`src/rtl/spi_req_arbiter.sv`:
```
// rtl/spi_req_arbiter.sv - round-robin arbiter sharing one SPI master between requesters
module spi_req_arbiter #(
   parameter int NUM_REQ = 4,
   parameter int DATA_W  = 12,
   parameter int TIMEOUT = 1024
) (
   input  logic                      clk,
   input  logic                      rst,
   input  logic [NUM_REQ-1:0]        req,
   input  logic [NUM_REQ*DATA_W-1:0] req_data,
   output logic [NUM_REQ-1:0]        gnt,
   output logic [NUM_REQ-1:0]        rsp_valid,
   output logic [DATA_W-1:0]         rsp_data,
   output logic                      rsp_err,
   output logic                      busy,
   output logic                      m_newd,
   output logic [DATA_W-1:0]         m_din,
   input  logic [DATA_W-1:0]         m_dout,
   input  logic                      m_done,
   input  logic                      m_sclk
);

   localparam int PW = $clog2(NUM_REQ);
   localparam int CW = $clog2(TIMEOUT + 1);
   localparam logic [PW-1:0]      LAST    = PW'(NUM_REQ - 1);
   localparam logic [CW-1:0]      CNT_LIM = CW'(TIMEOUT - 1);
   localparam logic [CW-1:0]      CNT_MAX = CW'(TIMEOUT);
   localparam logic [NUM_REQ-1:0] ONE     = NUM_REQ'(1);

   typedef enum logic [1:0] {IDLE = 2'd0, START = 2'd1, WAIT = 2'd2} state_t;

   state_t              state, state_nx;
   logic [PW-1:0]       ptr, ptr_nx;
   logic [PW-1:0]       owner, owner_nx;
   logic [CW-1:0]       cnt, cnt_nx;
   logic                m_sclk_q, m_done_q;
   logic                sclk_rise, done_rise, tmo;
   logic [PW-1:0]       sel;
   logic [NUM_REQ-1:0]  gnt_nx, rsp_valid_nx;
   logic [DATA_W-1:0]   rsp_data_nx, m_din_nx;
   logic                rsp_err_nx, busy_nx, m_newd_nx;

   assign sclk_rise = m_sclk & ~m_sclk_q;
   assign done_rise = m_done & ~m_done_q;
   // the counter saturates so a late sclk edge in START still leads to an abort in WAIT
   assign tmo       = (cnt >= CNT_LIM);

   // first set request bit at or above the pointer, wrapping around
   function automatic logic [PW-1:0] rr_pick(input logic [NUM_REQ-1:0] r, input logic [PW-1:0] p);
      logic [PW-1:0] k;
      logic [PW:0]   sum;
      k = p;
      for (int i = NUM_REQ - 1; i >= 0; i--) begin
         sum = {1'b0, p} + (PW+1)'(i);
         if (sum >= (PW+1)'(NUM_REQ)) begin
            sum = sum - (PW+1)'(NUM_REQ);
         end
         if (r[sum[PW-1:0]]) begin
            k = sum[PW-1:0];
         end
      end
      return k;
   endfunction

   assign sel = rr_pick(req, ptr);

   // state register
   always_ff @(posedge clk or negedge rst) begin
      if (!rst) begin
         state <= IDLE;
      end else begin
         state <= state_nx;
      end
   end

   // next-state logic
   always_comb begin
      state_nx = state;
      case (state)
         IDLE: begin
            if (req != '0) begin
               state_nx = START;
            end
         end
         START: begin
            if (sclk_rise) begin
               state_nx = WAIT;
            end else if (tmo) begin
               state_nx = IDLE;
            end
         end
         WAIT: begin
            if (done_rise || tmo) begin
               state_nx = IDLE;
            end
         end
         default: state_nx = IDLE;
      endcase
   end

   // next values of the registered outputs and transaction bookkeeping
   always_comb begin
      gnt_nx       = '0;
      rsp_valid_nx = '0;
      rsp_data_nx  = rsp_data;
      rsp_err_nx   = rsp_err;
      m_newd_nx    = m_newd;
      m_din_nx     = m_din;
      owner_nx     = owner;
      ptr_nx       = ptr;
      cnt_nx       = cnt;
      if (state != IDLE && cnt != CNT_MAX) begin
         cnt_nx = cnt + CW'(1);
      end
      case (state)
         IDLE: begin
            if (req != '0) begin
               gnt_nx    = ONE << sel;
               m_din_nx  = req_data[int'(sel)*DATA_W +: DATA_W];
               m_newd_nx = 1'b1;
               owner_nx  = sel;
               ptr_nx    = (sel == LAST) ? '0 : sel + PW'(1);
               cnt_nx    = '0;
            end
         end
         START: begin
            if (sclk_rise) begin
               m_newd_nx = 1'b0;
            end else if (tmo) begin
               m_newd_nx    = 1'b0;
               rsp_valid_nx = ONE << owner;
               rsp_err_nx   = 1'b1;
               rsp_data_nx  = '0;
            end
         end
         WAIT: begin
            if (done_rise) begin
               rsp_valid_nx = ONE << owner;
               rsp_err_nx   = 1'b0;
               rsp_data_nx  = m_dout;
            end else if (tmo) begin
               m_newd_nx    = 1'b0;
               rsp_valid_nx = ONE << owner;
               rsp_err_nx   = 1'b1;
               rsp_data_nx  = '0;
            end
         end
         default: begin
            m_newd_nx = 1'b0;
         end
      endcase
      busy_nx = (state_nx != IDLE);
   end

   // output and bookkeeping registers
   always_ff @(posedge clk or negedge rst) begin
      if (!rst) begin
         gnt       <= '0;
         rsp_valid <= '0;
         rsp_data  <= '0;
         rsp_err   <= 1'b0;
         busy      <= 1'b0;
         m_newd    <= 1'b0;
         m_din     <= '0;
         owner     <= '0;
         ptr       <= '0;
         cnt       <= '0;
      end else begin
         gnt       <= gnt_nx;
         rsp_valid <= rsp_valid_nx;
         rsp_data  <= rsp_data_nx;
         rsp_err   <= rsp_err_nx;
         busy      <= busy_nx;
         m_newd    <= m_newd_nx;
         m_din     <= m_din_nx;
         owner     <= owner_nx;
         ptr       <= ptr_nx;
         cnt       <= cnt_nx;
      end
   end

   // previous-cycle samples for sclk and done edge detection
   always_ff @(posedge clk or negedge rst) begin
      if (!rst) begin
         m_sclk_q <= 1'b0;
         m_done_q <= 1'b0;
      end else begin
         m_sclk_q <= m_sclk;
         m_done_q <= m_done;
      end
   end

endmodule

```
`config.mk`:
```
export PLATFORM = sky130hd
export DESIGN_NAME = spi_req_arbiter
export DESIGN_NICKNAME = d
export VERILOG_FILES = /design/src/rtl/spi_req_arbiter.sv
export SDC_FILE = /design/constraint.sdc
export NUM_CORES = 1
export LEC_CHECK = 0
export BUFFER_PORTS_ARGS = -buffer_cell sky130_fd_sc_hd__buf_2
export CAP_MARGIN = 20
export CORE_AREA = 2 2 81 83
export CTS_CLUSTER_DIAMETER = 100
export DETAILED_ROUTE_END_ITERATION = 12
export DIE_AREA = 0 0 83 85
export PLACE_DENSITY = 0.78
export SLEW_MARGIN = 20
export SYNTH_ARGS = -nofsm -noshare
export SYNTH_HDL_FRONTEND = slang
export SYNTH_SLANG_ARGS = --single-unit
export TNS_END_PERCENT = 10
```
`constraint.sdc`:
```
create_clock -name clk -period 2.2 [get_ports clk]
set_input_delay 0.22 -clock clk [delete_from_list [all_inputs] [get_ports clk]]
set_output_delay 0.22 -clock clk [all_outputs]
set_load 0.01 [all_outputs]
```
==> results of run 1 <==
[path summary, 6_finish.rpt]
path	start	end	slack, ps
worst max-delay path	cnt[0]	busy	220
min in group asynchronous	rst	cnt[10]	310
max in group asynchronous	rst	gnt[1]	1290
worst min-delay path	m_sclk	m_sclk_q	20
worst max register to register	cnt[0]	busy	220
worst min register to register	m_newd	m_newd	510
[metrics by stage]
| stage | instances | hold slack [ps] | total power [W] |
|---|---|---|---|
| after floorplan | 307 | -75.6 | 0.00300 |
| after global placement | 484 | 112 | 0.00355 |
| after detailed placement | 484 | 112 | 0.00363 |
| after CTS | 493 | 16.6 | 0.00422 |
| after global routing | 493 | 5.19 | 0.00451 |
| final | 493 | 22.1 | 0.00417 |
[cells in the final DEF (no fill, tap or decap), types with 2 or more instances in the layout]
cell type  Yosys  routed
buf_2          0     102
dfrtp_1       54      54
nor2_1        35      34
nand2_1       34      34
inv_1         25      25
a211oi_2      18      18
o21ai_1       13      14
a31oi_1       13      13
mux2i_1       12      12
buf_4          3      12
ha_1          10      10
a21oi_1        8       8
nor3_1         6       6
a211oi_1       6       6
xor2_1         5       5
o21ai_0        6       5
clkbuf_8       0       5
nand3_1        4       4
clkinv_4       1       4
and2_1         4       4
nor2b_1        3       3
nand2b_1       3       3
xnor2_1        3       3
and3_1         2       2
nor3b_1        2       2
nor2_2         1       2
nand4_1        2       2
nor4_1         2       2
o31ai_1        2       2
[flip-flops by register name (all words and copies together) (netlist names)]
name and count:
m_din 12, rsp_data 12, cnt 11, gnt 4
rsp_valid 4, owner 2, ptr 2, state 2
busy 1, m_done_q 1, m_newd 1, m_sclk_q 1
rsp_err 1
[repair_timing]
action / 4_1_cts / 5_1_grt
hold endpoints to repair: 10 / 0
hold buffers: 1 / 0
gates resized for setup: 0 / 0
[logic make-up after synthesis]
family                   Yosys count  share of synthesized area, %
multiplexers                      12                          4.02
buffers and inverters             40                          6.62
AO/OA/AOI/OAI                     77                          20.7
flip-flops                        54                          45.2
XOR/XNOR                           8                          2.35
AND/OR/NAND/NOR                  106                          16.9
adder cells (fa/ha/maj)           10                          4.19
[layer usage]
| metal | up-vias | wire, um |
|---|---|---|
| met3 | 5 | 497 |
| met5 | - | 0 |
| met1 | 1220 | 2900 |
| met2 | 116 | 3290 |
| met4 | 0 | 77 |
| li1 | 1277 | - |
[synth_stat cells (all sizes together) (3+ instances only)]
master / count / area [um2]
nor4: 3 / 25.0
a211oi: 24 / 270
clkbuf: 8 / 30.0
buf: 6 / 65.1
mux2i: 12 / 120
and2: 4 / 25.0
xor2: 5 / 43.8
o21ai: 20 / 104
nand2b: 3 / 18.8
nand2: 34 / 128
a21oi: 8 / 40.0
inv: 25 / 93.8
a31oi: 13 / 81.3
nor2b: 4 / 27.5
nor2: 36 / 138
dfrtp: 54 / 1350
ha: 10 / 125
nand3: 4 / 20.0
nor3: 7 / 40.0
xnor2: 3 / 26.3
nand4: 3 / 25.0
[area by class of cell]
type                    instances  area share (%)
clock buffers                   5            1.86
flip-flops and latches         54            36.5
well taps                      77            2.61
multi-input cells             213            39.0
clock inverters                 3           0.711
repair buffers                115            16.5
inverters                      26            2.77
[power by group]
part | internal, W | switching, W
Combinational | 0.000856 | 0.00120
Clock | 0.000230 | 0.000342
Sequential | 0.00133 | 0.000210
Total | 0.00241 | 0.00176
==> reports/metrics.cfg, run 1 <==
[floorplanning]
core_area_mm2 = 0.00620
ios = 103
die_w_um = 83
dieArea_mm2 = 0.00706
floorplan.initialDensity_pct = 48.2
core.rowCount = 29
die_y_um = 85

[logic_synthesis]
ys_ff_latch = 54
async_flop_share_pct = 100
synth_cell_types = 49
synthCells = 307
ys_seq_area_share_pct = 45.2
syn-cell-area_mm2 = 0.00299
synth_ff_type = dfrtp_1
synth_edf_count = 0
syn_avg_cell_area_um2 = 9.73
yosysWarnings = 0
synth_fp_nets = 385

[setup_path]
crit_path_max_incr_delay_ps = 460
cp-end-kind = flop
crit_buf_inv = 0
critPathArrivalTime_ps = 2160
path_cells = ha_1, a21oi_1, o41ai_1, nor3_1, a311oi_1, a21oi_1
cpMostUsedCell = a21oi_1
critPathTopFamily = compound AO/OA/AOI/OAI gates
cp.required_ps = 2380
start_kind = flop
rr_worst_depth = 6
crit_type = flop to flop
crit_fanout = 5
critPathSlowestCell = o41ai_1
cp.depth = 6

[timing]
rsz0062_at_grt = false
fin_crit_sh_pct = 89.8
maxSlewHeadroom_pct = 48.7
drv_slew = 0
period_needed_ps = 1980
worst_pin_slew_ps = 764
fin_skew_ps = 3.96
tns_ps = 0
setup_violations = 0
fmax_mhz = 506
worst_slack_ps = 225
hold_viol = 0

[global_route]
antenna_found_initial = 0
first_global_vias = 2575
use_met2_pct = 34.7
use_met1_pct = 24.4
met3_usage_pct = 4.77
grt-busiest-layer = met2
grt_pass1_wl_mm = 11.6
grt_overflow = 0
grtUsageTotal_pct = 19.9
grt_max_degree = 32

[place]
post-place-ws_ps = 49.7
io_buffers = 102
place_area_mm2 = 0.00359
post-dp-hpwl_mm = 5.18
globalplace.congestion = 0.811

[cells_and_area]
multi_input_area_mm2 = 0.00144
regArea_mm2 = 0.00135
area_growth_pct = 23.7
drive_gt1_share_pct = 36.1
fill_cells = 525
antenna_cells = 0
postLayoutCellArea_mm2 = 0.00370
fin_util_pct = 59.6
nets = 493

[clocking]
cts_buffer_depth = 2
cts_sinks = 54
cts-root-buf = clkbuf_8
clk_latency_ps = 310
cts_tree = built
numCtsBuffers = 5
cts_setup_buffers = 0
htree_levels = 2
clk_pin_slew_ps = 100

[detailed_routing]
routed-via-count = 2618
wire_per_inst_um = 13.7
dr.pass1.iters = 4
first_iter_violations = 95
avgViaCountPerCell = 5.31
drcViolationCount = 0
wl_mm = 6.76
antenna_left = 0

[pwr]
peakVddDrop_mv = 0.680
power_density_mw_per_mm2 = 1130
power_leakage_nw = 1.81

[flow_run]
maxCapViolCount = 0

[min_path]
min_path_cells = 1
hp-class = input port to flop

[status]
status = completed

No activity file was read; power rests on OpenSTA's default activity.
==> run 2: changes to the inputs <==
==> constraint.sdc (replaced) <==
create_clock -name clk -period 2.1 [get_ports clk]
set_input_delay 0.21 -clock clk [delete_from_list [all_inputs] [get_ports clk]]
set_output_delay 0.21 -clock clk [all_outputs]
set_load 0.01 [all_outputs]
==> run 2 against run 1 <==
Sequential share of layout area shrank 0.18 points. Via count increased by 0.31%. Non-clock buffer count is 2 higher. Worst hold slack got worse by 3.8 ps. First-iteration DRC count grew 18%. Core utilization grew 0.30 points. Critical endpoint is now cnt[9]. Largest cell class unchanged.
==> reports/metrics.cfg, run 2 (synthesized netlist as in run 1, its figures left out) <==
[status]
status = completed

[timing]
rsz0062_at_grt = false
setup_violations = 0
fmax_mhz = 528
worst_slack_ps = 207
worst_pin_slew_ps = 711
fin_crit_sh_pct = 90.1
hold_viol = 0
fin_skew_ps = 11.8
tns_ps = 0
maxSlewHeadroom_pct = 52.3
drv_slew = 0
period_needed_ps = 1890

[detailed_routing]
routed-via-count = 2626
wire_per_inst_um = 13.7
dr.pass1.iters = 4
antenna_left = 0
drcViolationCount = 0
first_iter_violations = 112
wl_mm = 6.77
avgViaCountPerCell = 5.31

[cells_and_area]
nets = 495
fill_cells = 539
antenna_cells = 0
mostFrequentLayoutCells = buf_2 (102), dfrtp_1 (54), nor2_1 (34), nand2_1 (34), inv_1 (25)
final_common_cell = buf_2
drive_gt1_share_pct = 36.4
top_regs = m_din (12), rsp_data (12), cnt (11)
area_growth_pct = 24.4

[setup_path]
rr_worst_depth = 8
crit_buf_inv = 2
start_kind = flop
crit_fanout = 6
critPathSlowestCell = dfrtp_1
reg2reg_from = state[0]
path_cells = inv_1, ha_1, buf_4, nor2b_1, and3_1, nand4_1, xor2_1, nor2_1
crit_type = flop to flop
critPathTopFamily = simple AND/OR/NAND/NOR gates
worstSetupStartpoint = state[0]
timing.critical_path.to = cnt[9]
cp.required_ps = 2290
worst_r2r_endpoint = cnt[9]
cp-end-kind = flop
rrSetupSlack_ps = 210
crit_path_max_incr_delay_ps = 410
critPathArrivalTime_ps = 2080
cp.depth = 8

[place]
post-dp-hpwl_mm = 5.23
post-place-ws_ps = 27.0
io_buffers = 102
globalplace.congestion = 0.853

[pwr]
p_clk_share_pct = 13.6
p_int_w = 0.00258
p_comb_share_pct = 50.0
power_density_mw_per_mm2 = 1190
pwr-share-seq_pct = 36.4
power_leakage_nw = 1.83
switchingPower_w = 0.00183
peakVddDrop_mv = 0.694
switching_share_pct = 41.6

[global_route]
grt_max_degree = 30
grt_overflow = 0
first_global_vias = 2602
grtUsageTotal_pct = 20.0
antenna_found_initial = 0
grt_pass1_wl_mm = 11.6

[clocking]
numCtsBuffers = 5
htree_levels = 2
cts_tree = built
clk_pin_slew_ps = 90
cts_buffer_depth = 2
cts_setup_buffers = 0
cts-root-buf = clkbuf_8
clk_latency_ps = 310
cts_sinks = 54

[floorplanning]
core_area_mm2 = 0.00620
core.rowCount = 29
die_w_um = 83
floorplan.initialDensity_pct = 48.2
ios = 103
die_y_um = 85
dieArea_mm2 = 0.00706

[flow_run]
maxCapViolCount = 0

[min_path]
hp-class = input port to flop

==> run 2: metal layers <==
layer  track usage [%]  up-vias  routed length, um
met2              33.6      107               3260
met4              5.51        0                 52
met5                 0        -                  0
met3              4.47        4                487
li1                  -     1289                  -
met1              26.2     1226               2970
==> run 2: final cells by class <==
type | instances | area [um2] | share of cell area [%]
timing repair buffer | 117 | 626 | 16.8
inverter | 26 | 103 | 2.76
tap | 77 | 96.3 | 2.59
multi-input combinational | 213 | 1450 | 39.0
clock buffer | 7 | 86.3 | 2.32
clock inverter | 1 | 5.00 | 0.135
sequential | 54 | 1350 | 36.4
==> run 2: power groups by stage <==
stage	clock (W)	combinational (W)	sequential [W]
after floorplan	0	0.00142	0.00172
final	0.000599	0.00220	0.00160
after detailed placement	0	0.00223	0.00162
after CTS	0.000617	0.00222	0.00160
after global routing	0.000652	0.00245	0.00165
after global placement	0	0.00215	0.00162
==> run 2: timing repair <==
item	4_1_cts	5_1_grt
endpoints found under the setup margin	0	1
hold endpoints to repair	14	0
hold buffers	1	0
resized for setup	0	1
==> run 2: through the flow <==
step,total power [W],util [%],cells,instance area [um2],hold slack (ps)
2_1_floorplan,0.00315,-,307,2990,-85.6
3_3_place_gp,0.00377,58.1,486,3610,40.3
3_5_place_dp,0.00384,58.1,486,3610,42.1
4_1_cts,0.00444,59.8,495,3710,11.1
5_1_grt,0.00476,59.9,495,3720,8.22
6_report,0.00441,59.9,495,3720,18.3
==> run 2: how the worst min path moves through the flow <==
stage           start        to  slack, ps  depth (start not counted)
2_1_floorplan     rst      busy        -90                          0
3_3_place_gp      rst  m_done_q         40                          1
3_5_place_dp      rst  m_done_q         40                          1
4_1_cts        m_sclk  m_sclk_q         10                          1
5_1_grt        m_done  m_done_q          8                          1
6_report       m_sclk  m_sclk_q         20                          1
==> run 3: changes to the inputs <==
--- a/config.mk
+++ b/config.mk
@@ -5,14 +5,15 @@
 export SDC_FILE = /design/constraint.sdc
 export NUM_CORES = 1
 export LEC_CHECK = 0
+export ABC_AREA = 1
 export BUFFER_PORTS_ARGS = -buffer_cell sky130_fd_sc_hd__buf_2
-export CAP_MARGIN = 20
-export CORE_AREA = 2 2 81 83
+export CAP_MARGIN = 10
+export CORE_AREA = 2 2 83 85
 export CTS_CLUSTER_DIAMETER = 100
 export DETAILED_ROUTE_END_ITERATION = 12
-export DIE_AREA = 0 0 83 85
+export DIE_AREA = 0 0 85 87
 export PLACE_DENSITY = 0.78
-export SLEW_MARGIN = 20
+export SLEW_MARGIN = 25
 export SYNTH_ARGS = -nofsm -noshare
 export SYNTH_HDL_FRONTEND = slang
 export SYNTH_SLANG_ARGS = --single-unit
==> run 3 against run 2 <==
Largest cell class unchanged. Synthesized cell count grew 47%. Area after synthesis grew 7.2%. Core utilization is 0.59 points higher. Worst hold slack worse by 16 ps. Die area grew 4.8%.
==> reports/metrics.cfg, run 3 <==
[clocking]
clk_latency_ps = 310
clk_pin_slew_ps = 100
cts_setup_buffers = 0
cts_sinks = 54
numCtsBuffers = 5
htree_levels = 2
cts_hold_buf = 0
cts-root-buf = clkbuf_8
cts_tree = built
cts.repair.resized = 0
cts_buffer_depth = 2

[timing]
setup_violations = 0
maxSlewHeadroom_pct = 56.1
period_needed_ps = 1890
fmax_mhz = 528
drv_slew = 0
hold_viol = 0
rsz0062_at_grt = true
worst_pin_slew_ps = 659
fin_crit_sh_pct = 90.2
fin_skew_ps = 10.8
timing.hold.ws_ps = 2.33

[detailed_routing]
antenna_left = 0
first_iter_violations = 101
routed-via-count = 3091
dr.pass1.iters = 4
drcViolationCount = 0
wire_per_inst_um = 11.1
wl_mm = 7.18
avgViaCountPerCell = 4.80

[logic_synthesis]
ys_ff_latch = 54
synth_fp_nets = 530
synth.top_cell.area_share_pct = 42.2
syn-cell-area_mm2 = 0.00320
synth_edf_count = 0
ys_seq_area_share_pct = 42.2
yosys-top-cells-area = dfrtp_1 (42%), nand2_1 (18%), inv_1 (9.6%)
async_flop_share_pct = 100
synth_most_common_cell = nand2_1
yosysTopAreaCell = dfrtp_1
syn_avg_cell_area_um2 = 7.09
synth_ff_type = dfrtp_1
netlist_top_cells_count = nand2_1 (150), inv_1 (82), nand3_1 (56), dfrtp_1 (54), nor2_1 (25)
yosysWarnings = 0
synth_cell_types = 30
synthCells = 452

[cells_and_area]
antenna_cells = 0
fin_util_pct = 60.5
drive_gt1_share_pct = 25.0
fill_cells = 608
nets = 641
final_common_cell = nand2_1
top_regs = m_din (12), rsp_data (12), cnt (11)
area_growth_pct = 24.0
mostFrequentLayoutCells = nand2_1 (150), buf_2 (102), inv_1 (82)

[floorplanning]
ios = 103
dieArea_mm2 = 0.00740
core_area_mm2 = 0.00657
core.rowCount = 30
die_y_um = 87
die_w_um = 85
floorplan.initialDensity_pct = 48.8

[global_route]
use_met2_pct = 34.9
use_met1_pct = 26.2
met3_usage_pct = 3.60
grt_max_degree = 55
grt-busiest-layer = met2
grtUsageTotal_pct = 20.4
first_global_vias = 2885
grt_overflow = 0
antenna_found_initial = 0
grt_pass1_wl_mm = 12.4

[flow_run]
maxCapViolCount = 0

[min_path]
hp-class = input port to asynchronous set/reset pin

[pwr]
power_density_mw_per_mm2 = 1470
peakVddDrop_mv = 0.964
power_leakage_nw = 2.39
finalPower_w = 0.00584

[setup_path]
crit_type = flop to flop
critPathTopFamily = simple AND/OR/NAND/NOR gates
cp-end-kind = flop
critPathSlowestCell = dfrtp_2
start_kind = flop
path_cells = inv_6, nand2_1, nand2_1, nand2_1, nand2_1, inv_2, nand2_4, nand2_4, nand2_4, nand2_8, ha_1, nand2_1, nor2_1
critPathArrivalTime_ps = 2100
crit_path_max_incr_delay_ps = 520
crit_buf_inv = 2
cp.required_ps = 2300
cpMostUsedCell = nand2_1
crit_fanout = 18

[place]
post-dp-hpwl_mm = 5.52
io_buffers = 102
globalplace.congestion = 0.934

[status]
status = completed

==> run 3: worst paths after layout <==
check / start / end / slack (ps) / cells past startpoint
max in group asynchronous: rst / ptr[0] / 1620 / 2
setup reg to reg: ptr[0] / gnt[0] / 210 / 13
hold reg to reg: owner[1] / rsp_valid[0] / 460 / 1
min in group clk: m_sclk / m_sclk_q / 10 / 1
hold / removal: rst / cnt[10] / 2 / 2
setup / recovery: ptr[0] / gnt[0] / 210 / 13
==> run 3: power breakdown <==
part,internal (W),switching [W],leakage (nW)
clock network,0.000363,0.000357,0.0563
logic,0.00131,0.00218,1.63
registers,0.00140,0.000233,0.700
total,0.00307,0.00277,2.39
==> run 3: final cells by class <==
type                            count  area, um2  share of cell area (%)
Clock inverter                      3       48.8                    1.23
Multi-Input combinational cell    302       1470                    37.0
Clock buffer                        5       68.8                    1.73
Inverter                           86        328                    8.25
Tap cell                           80        100                    2.52
Timing Repair Buffer              114        604                    15.2
Sequential cell                    54       1350                    34.0
==> run 3: stage by stage <==
stage          cell area, um2  setup WS (ps)  TNS, ps  cells
6_report                 3970            207        0    644
5_1_grt                  3970          -13.8    -17.5    644
4_1_cts                  3950           17.7        0    644
3_5_place_dp             3830           48.1        0    636
3_3_place_gp             3830            115        0    636
2_1_floorplan            3200            269        0    452
==> run 3: kinds of logic after synthesis <==
family,share of synthesized area [%]
simple gates,34.2
compound gates,7.30
flops,42.2
fa+ha+maj,3.90
buf+inv,12.4
==> run 3: per-layer routing <==
| layer | wire length, um | part of all wire (%) |
|---|---|---|
| met1 | 3190 | 44 |
| met3 | 410 | 5.7 |
| met5 | 0 | 0 |
| met4 | 142 | 2.0 |
| met2 | 3440 | 48 |
